File: config.mk
export PLATFORM = sky130hd
export DESIGN_NAME = multi_cycle_controller
export DESIGN_NICKNAME = d
export VERILOG_FILES = /design/src/rtl/multi_cycle_controller.sv
export SDC_FILE = /design/constraint.sdc
export NUM_CORES = 1
export LEC_CHECK = 0
export ABC_AREA = 1
export BUFFER_PORTS_ARGS = -buffer_cell sky130_fd_sc_hd__buf_2
export CORE_MARGIN = 2
export CORE_UTILIZATION = 46
export CTS_CLUSTER_DIAMETER = 120
export DETAILED_ROUTE_END_ITERATION = 16
export GPL_ROUTABILITY_DRIVEN = 0
export PLACE_DENSITY = 0.9
export RECOVER_POWER = 100
export SLEW_MARGIN = 40
export SYNTH_ARGS = -nofsm -noshare
export SYNTH_HDL_FRONTEND = slang
export SYNTH_SLANG_ARGS = --single-unit
File: constraint.sdc
create_clock -name clk -period 3.4 [get_ports clk]
set_input_delay 1.02 -clock clk [delete_from_list [all_inputs] [get_ports clk]]
set_output_delay 1.02 -clock clk [all_outputs]
set_load 0.05 [all_outputs]
File: src/rtl/multi_cycle_controller.sv
// Main sequencer for the multi-cycle RV32I core: steps fetch/decode/execute/memory/writeback
// and drives the datapath selects, write enables and ALUOp from the current state.
module multi_cycle_controller (
   input  logic       clk,
   input  logic       rst,
   input  logic [6:0] op,
   input  logic [2:0] func3,
   input  logic       Zero,
   input  logic       MemReady,
   output logic       PCWrite,
   output logic       AdrSrc,
   output logic       MemRead,
   output logic       MemWrite,
   output logic       IRWrite,
   output logic [1:0] ResultSrc,
   output logic [1:0] ALUSrcA,
   output logic [1:0] ALUSrcB,
   output logic [2:0] ImmSrc,
   output logic [1:0] ALUOp,
   output logic       RegWrite,
   output logic [3:0] State
);

   typedef enum logic [3:0] {
      FETCH    = 4'd0,
      DECODE   = 4'd1,
      MEMADR   = 4'd2,
      MEMREAD  = 4'd3,
      MEMWB    = 4'd4,
      MEMWRITE = 4'd5,
      EXECR    = 4'd6,
      EXECI    = 4'd7,
      ALUWB    = 4'd8,
      BRANCH   = 4'd9,
      JAL      = 4'd10,
      JALR     = 4'd11,
      LUI      = 4'd12
   } state_t;

   localparam logic [6:0] OP_LOAD   = 7'b0000011;
   localparam logic [6:0] OP_STORE  = 7'b0100011;
   localparam logic [6:0] OP_RTYPE  = 7'b0110011;
   localparam logic [6:0] OP_ITYPE  = 7'b0010011;
   localparam logic [6:0] OP_BRANCH = 7'b1100011;
   localparam logic [6:0] OP_JAL    = 7'b1101111;
   localparam logic [6:0] OP_JALR   = 7'b1100111;
   localparam logic [6:0] OP_LUI    = 7'b0110111;

   // Plain vector so that unused codes 13-15 remain representable and recoverable.
   logic [3:0] state_q;
   logic [3:0] state_d;

   always_comb begin
      state_d = FETCH;
      case (state_q)
         FETCH:    state_d = MemReady ? DECODE : FETCH;
         DECODE: begin
            case (op)
               OP_LOAD, OP_STORE: state_d = MEMADR;
               OP_RTYPE:          state_d = EXECR;
               OP_ITYPE:          state_d = EXECI;
               OP_BRANCH:         state_d = BRANCH;
               OP_JAL:            state_d = JAL;
               OP_JALR:           state_d = JALR;
               OP_LUI:            state_d = LUI;
               default:           state_d = FETCH;
            endcase
         end
         MEMADR:   state_d = (op == OP_STORE) ? MEMWRITE : MEMREAD;
         MEMREAD:  state_d = MemReady ? MEMWB : MEMREAD;
         MEMWB:    state_d = FETCH;
         MEMWRITE: state_d = MemReady ? FETCH : MEMWRITE;
         EXECR:    state_d = ALUWB;
         EXECI:    state_d = ALUWB;
         ALUWB:    state_d = FETCH;
         BRANCH:   state_d = FETCH;
         JAL:      state_d = ALUWB;
         JALR:     state_d = JAL;
         LUI:      state_d = FETCH;
         default:  state_d = FETCH;
      endcase
   end

   always_ff @(posedge clk) begin
      if (rst) state_q <= FETCH;
      else     state_q <= state_d;
   end

   // Outputs follow the state; only FETCH/MEMREAD/MEMWRITE/BRANCH look at MemReady or Zero.
   always_comb begin
      PCWrite   = 1'b0;
      AdrSrc    = 1'b0;
      MemRead   = 1'b0;
      MemWrite  = 1'b0;
      IRWrite   = 1'b0;
      ResultSrc = 2'b00;
      ALUSrcA   = 2'b00;
      ALUSrcB   = 2'b00;
      ImmSrc    = 3'b000;
      ALUOp     = 2'b00;
      RegWrite  = 1'b0;
      State     = state_q;
      if (rst) begin
         // FETCH selects with every write/request enable held off.
         ResultSrc = 2'b10;
         ALUSrcB   = 2'b10;
         State     = FETCH;
      end else begin
         case (state_q)
            FETCH: begin
               MemRead   = 1'b1;
               ALUSrcB   = 2'b10;
               ResultSrc = 2'b10;
               IRWrite   = MemReady;
               PCWrite   = MemReady;
            end
            DECODE: begin
               ALUSrcA = 2'b01;
               ALUSrcB = 2'b01;
               case (op)
                  OP_STORE:  ImmSrc = 3'b001;
                  OP_BRANCH: ImmSrc = 3'b010;
                  OP_JAL:    ImmSrc = 3'b011;
                  OP_LUI:    ImmSrc = 3'b100;
                  default:   ImmSrc = 3'b000;
               endcase
            end
            MEMADR: begin
               ALUSrcA = 2'b10;
               ALUSrcB = 2'b01;
               ImmSrc  = (op == OP_STORE) ? 3'b001 : 3'b000;
            end
            MEMREAD: begin
               AdrSrc  = 1'b1;
               MemRead = 1'b1;
            end
            MEMWB: begin
               ResultSrc = 2'b01;
               RegWrite  = 1'b1;
            end
            MEMWRITE: begin
               AdrSrc   = 1'b1;
               MemWrite = 1'b1;
            end
            EXECR: begin
               ALUSrcA = 2'b10;
               ALUOp   = 2'b10;
            end
            EXECI: begin
               ALUSrcA = 2'b10;
               ALUSrcB = 2'b01;
               ALUOp   = 2'b11;
            end
            ALUWB: begin
               RegWrite = 1'b1;
            end
            BRANCH: begin
               ALUSrcA = 2'b10;
               ALUOp   = 2'b01;
               ImmSrc  = 3'b010;
               PCWrite = ((func3 == 3'b000) & Zero) | ((func3 == 3'b001) & ~Zero);
            end
            JAL: begin
               // PC loads the target precomputed in ALUOut while the ALU forms OldPC+4.
               ALUSrcA = 2'b01;
               ALUSrcB = 2'b10;
               PCWrite = 1'b1;
            end
            JALR: begin
               ALUSrcA = 2'b10;
               ALUSrcB = 2'b01;
            end
            LUI: begin
               ResultSrc = 2'b11;
               ImmSrc    = 3'b100;
               RegWrite  = 1'b1;
            end
            default: ;
         endcase
      end
   end

endmodule

* Yosys cells after proc, flatten, opt, wreduce, memory -nomap -nowiden
Cells that the tools add are included.
** Storage, ports and cells
- Bits in registers :: 4
- Bits in latches :: 0
- Bits in writable memories :: 0
- ROM bits :: 0
- Bits of input ports :: 14
- Output and inout bits :: 21
- Memories kept :: 0
** Operators by class
- $add $sub $neg :: 0
- Multiply operators :: 0
- Divide/modulo/power cells :: 0
- $lt $le $gt $ge :: 0
- Equal/unequal tests :: 21
- Shifts and indexed selects :: 0
- Muxes and demuxes :: 31
- Bitwise logic cells :: 4
- Reductions and logical operators :: 11
** Operator list (count)
- 4-bit case mux with 7 select lines :: 2
- 3-bit case mux with 4 select lines :: 2
- 7-bit by 6-bit == test with 1-bit output (second input constant) :: 3
- 7-bit == test (second input constant) :: 3
- 4-bit == test (second input constant) :: 5
- 4-bit by 3-bit == test with 1-bit output (second input constant) :: 4
- 1-bit two-way mux :: 13
- 3-bit two-way mux :: 4
- 2-bit case mux with 3 select lines :: 2
- 2-bit OR reduction :: 5
- 4-bit by 2-bit == test with 1-bit output (second input constant) :: 2
- 2-bit two-way mux :: 4
- 2-bit case mux with 2 select lines :: 2
- 7-bit by 2-bit == test with 1-bit output (second input constant) :: 1
- 7-bit by 5-bit == test with 1-bit output (second input constant) :: 1
- 3-bit OR reduction :: 2
- 5-bit OR reduction :: 1
- 4-bit by 1-bit == test with 1-bit output (second input constant) :: 1
- 4-bit zero test :: 1
- 4-bit two-way mux :: 1
- 4-bit OR reduction :: 1
- 3-bit by 1-bit == test with 1-bit output (second input constant) :: 1
- 3-bit zero test :: 1
- 1-bit case mux with 3 select lines :: 1
- 3 further kinds :: 4

* Logic depth before layout (Yosys ltp)
- Depth after elaboration :: 5
- Mapped depth :: 9
- Gate-level depth less buffers :: 9

* Worst setup path before layout
No wires, ideal clock.
- Path kind :: input to output
- Start point :: input port rst
- End point :: output port MemRead
- Arrival :: 2.413 ns
- Required time :: 2.380 ns
- Slack :: -0.033 ns
- Stages :: 2
- Path buffers :: 1
- Path through :: clkbuf_1 > a211oi_1
** On the way
- Word-level cells in the longest chain between the ends :: 1
** Ends and longest elaborated chain
- start: declaration :: RTL line 5 : input logic rst,
- 1-bit two-way mux :: RTL line 103 : if (rst) begin
- end: declaration :: RTL line 12 : output logic MemRead,
Every way passes these cells.

* Worst setup path in the final report
- Start point :: input port op[3]
- End point :: output port ImmSrc[1]
** On the way
- Word-level cells in the longest chain between the ends :: 4
** Ends and longest elaborated chain
- start: declaration :: RTL line 6 : input logic [6:0] op,
- 7-bit by 6-bit == test with 1-bit output or 7-bit == test (tied branches) :: RTL line 120 : case (op)
- 3-bit case mux with 4 select lines (*) :: RTL line 120
- 3-bit case mux with 4 select lines (*) :: RTL line 109 : case (state_q)
- 3-bit two-way mux (*) :: RTL line 103
- end: declaration :: RTL line 18 : output logic [2:0] ImmSrc,
Mark *: on every way between the ends. The rest lies on a longest branch, timed or not.

==> summary.txt <==
Outcome
  – Outcome: finished, final reports clean

Worst setup path
  – Crit-path cells: buf_2, inv_1, nand2_1, nor2_1, o21ai_0, o21ai_0, nand2_1, inv_1, clkbuf_2
  – Worst stage delay on the critical path: 0.26 ns
  – Crit end category: output port
  – Crit path kind: input port to output port
  – CP bufs+invs: 4
  – CP Data Required Time: 2.38 ns
  – Crit-path max FO: 5
  – WP data arrival: 2.18 ns
  – Top cell family by delay on the critical path: buffers and inverters
  – Worst path slowest cell: clkbuf_2
  – CP startpoint kind: input port

Clocking
  – H-tree Lvls: 1
  – Postcts setup bufs: 0
  – Longest Clk Path Bufs: 2
  – Post-CTS resize count: 0
  – Root Buffer: clkbuf_4
  – Clock Latency Late Sink: 0.25 ns
  – Worst-path clk slew: 0.04 ns
  – CTS tree: done
  – Number of CTS-inserted buffers: 3
  – CTS Sinks: 4
  – # hold bufs at CTS: 0

Timing
  – Pins Over Slew Limit: 0
  – Fin. Hold Viols: 0
  – Final setup vio count: 0
  – Period utilization: 94.19%
  – Least-Margin Pin Slew: 0.6090 ns
  – Worst clock skew: 0.01233 ns
  – RSZ-0062 raised after global routing: no
  – Slew HR: 59.57%
  – Setup TNS: 0 ns
  – FMAX: 312.3 MHz
  – Minimum clock period: 3.202 ns

Global routing
  – Initial antenna violation count: 0
  – Residual overflow from global routing: 0
  – Largest net degree at the start of global routing: 22
  – Vias in the first global route: 650
  – GRT Overall Usage: 22.50%
  – First-pass GRT wire length: 2559 um

Floorplan
  – Die ar.: 1662 um^2
  – Initial Util: 48.39%
  – Core footprint: 1285 um^2
  – Die H: 40.77 um
  – Placement Rows: 13
  – Io pins: 35
  – Die width: 40.77 um

Placement
  – Dpl hpwl: 1413 um
  – Area after DPL: 808.3 um^2
  – Port Buffers: 34

Logic synthesis
  – Mapped Avg Cell Area: 4.935 um^2
  – Seq/Total Area, Yosys: 12.88%
  – Net Count, Synth: 140
  – Post-Syn Area: 621.8 um^2
  – Post-Syn Instances: 126
  – Seq cells post-synth: 4
  – Synth unique cells: 18
  – Yosys top cell by area: nand2_1
  – Synth area leaders: nand2_1 (21%), nor2_1 (14%), dfxtp_1 (13%)
  – Synth warnings: 0
  – Top cell type's share of synthesized area: 21.13%

Routing
  – Final wirelength: 1799 um
  – Via count: 874
  – DR pass1 iterations: 5
  – Wirelength per Cell: 10.22 um
  – DR vias/cell: 4.966
  – Antenna-violating nets left: 0
  – Drt drc: 0
  – Iter 0 DRT Violations: 32

Cells and area
  – Antenna fix cells: 0
  – Share of layout cells above drive strength 1: 17.39%
  – Fill cell count: 140
  – Finished Cell Area: 809.5 um^2
  – Area delta synth->final: 30.18%
  – Largest register FFs: 4
  – Largest register by flop count: state_q
  – Regs by FF count: state_q: 4 flops
  – Nets: 177

Hold path
  – Worst hold path type: register to register

Power and ir drop
  – Leakage: 0.4144 nW
  – VDD IR max: 187.4 uV
  – Power per cell area: 218.1 nW/um^2

Job
  – Max cap viols: 0
==> cells by family (layout without fill, tap and decap cells) <==
kind of cell / after synthesis / in the layout / synth area share [%]
simple gates: 80 / 80 / 56.54
buf+inv: 23 / 58 / 13.88
compound gates: 18 / 18 / 15.29
flops: 4 / 4 / 12.88
xor+xnor: 1 / 1 / 1.409
==> final timing paths <==
path	slack [ns]	from	endpoint	cells after the start
setup / recovery	0.20	op[3]	ImmSrc[1]	9
hold reg to reg	0.51	state_q[1]	state_q[3]	2
hold / removal	0.51	state_q[1]	state_q[3]	2
setup reg to reg	2.14	state_q[3]	state_q[1]	6
==> synth_stat cells <==
cell      count
nand2_1      35
nor2_1       23
inv_1        19
a21oi_1      10
nand3_1      10
nor3_1        6
o21ai_0       5
dfxtp_1       4
a31oi_1       2
clkbuf_1      2
inv_2         2
nor2_4        2
a211oi_1      1
nand2_2       1
nand2_4       1
nand3b_1      1
nor2_2        1
xnor2_1       1
==> final cells by class <==
type	count	area (um^2)	area share, %
Clock buffer	3	22.52	2.782
Inverter	21	78.83	9.737
Multi-Input combinational cell	99	460.4	56.88
Sequential cell	4	80.08	9.892
Tap cell	15	18.77	2.318
Timing Repair Buffer	34	148.9	18.39
==> stage by stage <==
step	std cells	worst slack (ns)	hold WS [ns]	util [%]	power, mW
after floorplan	126	0.05959	0.4922	-	0.09692
after global placement	173	0.2834	0.5211	62.90	0.1147
after detailed placement	173	0.2228	0.5248	62.90	0.1162
after CTS	176	0.2167	0.5169	64.65	0.1770
after global routing	176	0.02746	0.5718	63.00	0.1885
final	176	0.1975	0.5142	63.00	0.1765
==> worst register-to-register path, delay by kind of cell (launching register included) <==
family	cells	cell delay (ns)
buf+inv	1	0.11
flops	1	0.33
compound gates	2	0.18
simple gates	3	0.55
==> per-layer routing <==
| layer | up-vias | part of all wire (%) | global-route usage [%] | routed length, um |
|---|---|---|---|---|
| li1 | 465 | - | - | - |
| met1 | 367 | 42 | 27.51 | 763 |
| met2 | 40 | 49 | 42.06 | 890 |
| met3 | 2 | 7.4 | 1.630 | 134 |
| met4 | 0 | 0.56 | 5.000 | 10 |
| met5 | - | 0 | 0 | 0 |
==> placed cells by master (no fill, tap or decap) <==
cell type  count
dfxtp_1        4
nand3_1       10
nor2_2         1
nand2_2        1
nor2_1        23
clkbuf_1      17
inv_2          2
nand3b_1       1
a211oi_2       1
nor2_4         2
buf_2         14
a21oi_1       10
nor3_1         6
clkbuf_4       3
inv_1         19
clkbuf_2       3
nand2_4        1
o21ai_0        5
xnor2_1        1
nand2_1       35
a31oi_1        2
==> power breakdown <==
part | switching (mW) | internal, mW | total [mW]
clock | 0.0223 | 0.0397 | 0.0619
sequential | 0.00156 | 0.0482 | 0.0497
combinational | 0.0483 | 0.0166 | 0.0649
total | 0.0721 | 0.104 | 0.177
Power figures use the tool's default switching activity.
